`src/rtl/bitmap_blit_ctrl.sv`:
```
// bitmap_blit_ctrl: copies one 16x16 glyph from the bitmap ROM into the framebuffer.
// Each of the 256 ROM addresses is walked in row-major order. One (x, y, pixel)
// write beat is produced per pixel over a valid/ready handshake.
// Optional feature macro: BITMAP_BLIT_TRANSPARENT_EN. When it is defined, 8'h00
// pixels are skipped rather than emitted.
module bitmap_blit_ctrl #(
    parameter int ADDRBITS = 9,
    parameter int XBITS    = 10,
    parameter int YBITS    = 10
) (
    input  logic                  clk,
    input  logic                  rst_n,
    input  logic                  start,
    input  logic [ADDRBITS-9:0]   glyph,
    input  logic [XBITS-1:0]      x0,
    input  logic [YBITS-1:0]      y0,
    output logic                  busy,
    output logic                  done,
    output logic [ADDRBITS-1:0]   rom_addr,
    input  logic [7:0]            rom_pixel,
    output logic                  wr_valid,
    input  logic                  wr_ready,
    output logic [XBITS-1:0]      wr_x,
    output logic [YBITS-1:0]      wr_y,
    output logic [7:0]            wr_pixel
);

    localparam logic [1:0] S_IDLE  = 2'd0;
    localparam logic [1:0] S_RUN   = 2'd1;
    localparam logic [1:0] S_DRAIN = 2'd2;

    logic [1:0]          state_reg;
    logic [ADDRBITS-9:0] glyph_reg;
    logic [XBITS-1:0]    x0_reg;
    logic [YBITS-1:0]    y0_reg;
    logic [3:0]          row_reg;
    logic [3:0]          col_reg;

    logic slot_free;
    logic fetch;
    logic skip;
    logic last_pix;

    // The output slot can take a new beat when it is empty or is being drained this cycle.
    assign slot_free = !wr_valid || wr_ready;
    assign fetch     = (state_reg == S_RUN) && slot_free;
    assign last_pix  = (row_reg == 4'hF) && (col_reg == 4'hF);
    assign busy      = (state_reg != S_IDLE);
    assign rom_addr  = {glyph_reg, row_reg, col_reg};

`ifdef BITMAP_BLIT_TRANSPARENT_EN
    assign skip = (rom_pixel == 8'h00);
`else
    assign skip = 1'b0;
`endif

    // Sequencer FSM: request capture, row-major pixel walk, final drain
    always_ff @(posedge clk or negedge rst_n) begin
        if (!rst_n) begin
            state_reg <= S_IDLE;
            glyph_reg <= '0;
            x0_reg    <= '0;
            y0_reg    <= '0;
            row_reg   <= 4'd0;
            col_reg   <= 4'd0;
        end else begin
            case (state_reg)
                S_IDLE: begin
                    if (start) begin
                        glyph_reg <= glyph;
                        x0_reg    <= x0;
                        y0_reg    <= y0;
                        row_reg   <= 4'd0;
                        col_reg   <= 4'd0;
                        state_reg <= S_RUN;
                    end
                end
                S_RUN: begin
                    if (slot_free) begin
                        col_reg <= col_reg + 4'd1;
                        if (col_reg == 4'hF) begin
                            row_reg <= row_reg + 4'd1;
                        end
                        if (last_pix) begin
                            state_reg <= S_DRAIN;
                        end
                    end
                end
                S_DRAIN: begin
                    if (slot_free) begin
                        state_reg <= S_IDLE;
                    end
                end
                default: state_reg <= S_IDLE;
            endcase
        end
    end

    // Output beat register.
    // A fetch loads a new beat; a skipped fetch or an accepted beat with no refill empties the slot.
    always_ff @(posedge clk or negedge rst_n) begin
        if (!rst_n) begin
            wr_valid <= 1'b0;
            wr_x     <= '0;
            wr_y     <= '0;
            wr_pixel <= 8'h00;
        end else if (fetch) begin
            if (skip) begin
                wr_valid <= 1'b0;
            end else begin
                wr_valid <= 1'b1;
                wr_pixel <= rom_pixel;
                wr_x     <= x0_reg + XBITS'(col_reg);
                wr_y     <= y0_reg + YBITS'(row_reg);
            end
        end else if (wr_ready) begin
            wr_valid <= 1'b0;
        end
    end

    // Single-cycle completion pulse, raised on the cycle that follows the drain exit
    always_ff @(posedge clk or negedge rst_n) begin
        if (!rst_n) begin
            done <= 1'b0;
        end else begin
            done <= (state_reg == S_DRAIN) && slot_free;
        end
    end

endmodule

```
`config.mk`:
```
export PLATFORM = sky130hd
export DESIGN_NAME = bitmap_blit_ctrl
export DESIGN_NICKNAME = d
export VERILOG_FILES = /design/src/rtl/bitmap_blit_ctrl.sv
export SDC_FILE = /design/constraint.sdc
export NUM_CORES = 1
export LEC_CHECK = 0
export ABC_AREA = 1
export ABC_CLOCK_PERIOD_IN_PS = 4900
export BUFFER_PORTS_ARGS = -buffer_cell sky130_fd_sc_hd__buf_4
export CORE_UTILIZATION = 57
export DETAILED_ROUTE_END_ITERATION = 8
export PLACE_DENSITY_LB_ADDON = 0.05
export SLEW_MARGIN = 10
export SYNTH_ARGS = -nofsm -noshare
export SYNTH_HDL_FRONTEND = slang
export SYNTH_SLANG_ARGS = --single-unit
```
`constraint.sdc`:
```
create_clock -name clk -period 4.9 [get_ports clk]
set_input_delay 0.98 -clock clk [delete_from_list [all_inputs] [get_ports clk]]
set_output_delay 0.98 -clock clk [all_outputs]
set_load 0.005 [all_outputs]
```
==> metrics <==
unrepaired setup endpoints after global routing false; Max VDD drop 0.3969 mV; hold path endpoint wr_y[0]; Post-Route Hold Slack 0.4800 ns; Min-Delay Path Class reg2reg; initial antenna violation count 0; row count 26; reg2reg end wr_x[8]; first-pass GRT wire length 10750 um; count of final max-slew check failures 0; commonest non-fill, non-tap cell in the layout nand2_1; share of cells above drive strength 1 0.2089; Crit-path slowest cell dfrtp_1; port bufs 72; Worst Path Required 3.92 ns; CP cell instances nor2_1 > inv_1 > buf_4; drt drc 0; path depth of the worst reg2reg path 7; Initial DRC Count 173; syn_nets 418; final setup violation count 0; Reg clk slew, reported paths 0.06 ns; top cell type's share of synthesized area 0.5079; setup_tns 0 ns; HPWL after DPL 4414 um; crit-path max FO 5; placed inst area 0.003578 mm2; Inst Count DP 505; drt wl/cell 12.58 um; Total Nets Final 491; cts repair resizes 0; critical register-to-register path startpoint col_reg[0]; area of the core 0.005107 mm2; area delta synth->final 25.60%; status finished, final reports clean; synth top area cells dfrtp_1 (51%), nand2_1 (20%), nand3_1 (5.5%); Filler cells 413; Worst-Skew Late Latency 0.33 ns; crit start category flop; crit path capture type primary output; die span in y 74.61 um; Fin. Hold Viols 0; routed wire length 6541 um; TritonCTS Buffers 9; Final Non-Filler Cells 520; Congestion Overflow GR 0; # H-tree levels 3; sequential area share after synthesis 0.5079; Antenna Cells 0; yosys warns 0; GRT Overall Usage 0.2592; Routed Antenna Nets 0; post-CTS setup buffers 0; max cap viols 0; width of the die 74.61 um; CP bufs+invs 2; Hold Path Depth 2; syn_area_per_cell 8.057 um2; Worst Path Arrival 1.20 ns; Cell Area, Synth 0.003005 mm2; CP Class reg2out; final instance area 0.003775 mm2; PD cells 607.5 mW/mm2; Clock Sinks 61; P_leak 2.040 nW; via count 2650; Gate Count Post-Synth 373; Synth area leader dfrtp_1; Die Area 0.005567 mm2; #FFs+latches synth 61; Starting Density 0.5884; crit-path max cell delay 0.45 ns; vias in the first global route 2471; Top delay family on crit path flip-flops; pre-CTS WS 2.627 ns; pin count of the biggest net entering global routing 62; drt first pass iters 4; clock root buffer clkbuf_8; clock buffer depth 2; routability cong. 0.8135; Final Skew 0.006551 ns; most frequent cells in the layout nand2_1 (157), buf_4 (72), dfrtp_1 (61); Relative slew margins 0.4846; Netlist cell types 23; Final Worst Setup Slack 2.721 ns; final critical-path required period 2.179 ns; worst slew pin tran 0.7731 ns; hold_buf cts 0; Final Cycle Share 0.4447; Max Freq 458.9 MHz; CTS tree yes; Via-to-Cell Ratio 5.096; reg2reg setup slack 2.92 ns; hold path start wr_y[0]; Ports 73
-- cell type report --
class	count	area, um2	share of cell area
Multi-Input combinational cell	272	1311	0.3474
Sequential cell	61	1526	0.4044
Tap cell	70	87.58	0.02320
Clock buffer	15	196.4	0.05204
Inverter	30	112.6	0.02983
Timing Repair Buffer	72	540.5	0.1432
-- cell families (layout without fill, tap and decap cells) --
logic type	count (synthesis)	after routing	share of synthesized area
simple gates	218	218	0.3006
buf+inv	40	117	0.05579
compound gates	35	35	0.06037
fa+ha+maj	12	12	0.05495
flops	61	61	0.5079
xor+xnor	7	7	0.02040
-- worst min-delay path, cell delays in order, from the launching register on --
cell and delay [ns]:
dfrtp_1 0.34, nand2_1 0.05, nand2_1 0.05
-- how the worst max path moves through the flow --
stage / startpoint / cells past startpoint / end
after CTS: state_reg[0] / 3 / busy
final: state_reg[1] / 3 / busy
after floorplan: wr_ready / 5 / wr_x[6]
after global routing: state_reg[0] / 3 / busy
after detailed placement: wr_ready / 9 / row_reg[3]
after global placement: wr_ready / 9 / row_reg[3]
-- metal layers --
layer / part of all wire / GRT usage / vias up
met5: 0 / 0 / -
met4: 0.0081 / 0.1006 / 0
met3: 0.065 / 0.06961 / 5
met2: 0.46 / 0.4094 / 84
met1: 0.47 / 0.3434 / 1231
li1: - / - / 1330
-- synth_stat cells --
cell type / number
clkbuf_1: 2
a21oi_1: 6
xor2_1: 3
o31ai_1: 1
buf_4: 3
inv_2: 2
ha_1: 10
nand3_1: 33
a31oi_1: 3
nand2_2: 3
nand4_1: 4
nor2_1: 15
nand2_4: 1
xnor2_1: 4
fa_1: 2
inv_1: 28
dfrtp_1: 61
buf_2: 5
nand2_1: 157
o21ai_0: 22
o21ai_1: 3
nor3_1: 3
nor2_4: 2
-- where the power goes --
part	total (W)	switching (W)	leakage, nW	internal (W)
Sequential	0.000910	0.000181	0.765	0.000728
Clock	0.000435	0.000184	0.102	0.000251
Combinational	0.000949	0.000530	1.17	0.000419
-- metrics by stage --
stage | power [W] | utilization
after floorplan | 0.001487 | -
after global placement | 0.001837 | 0.7006
after detailed placement | 0.001862 | 0.7006
after CTS | 0.002308 | 0.7391
after global routing | 0.002497 | 0.7391
final | 0.002293 | 0.7391
Note: power is estimated with default switching activity, not from simulation.
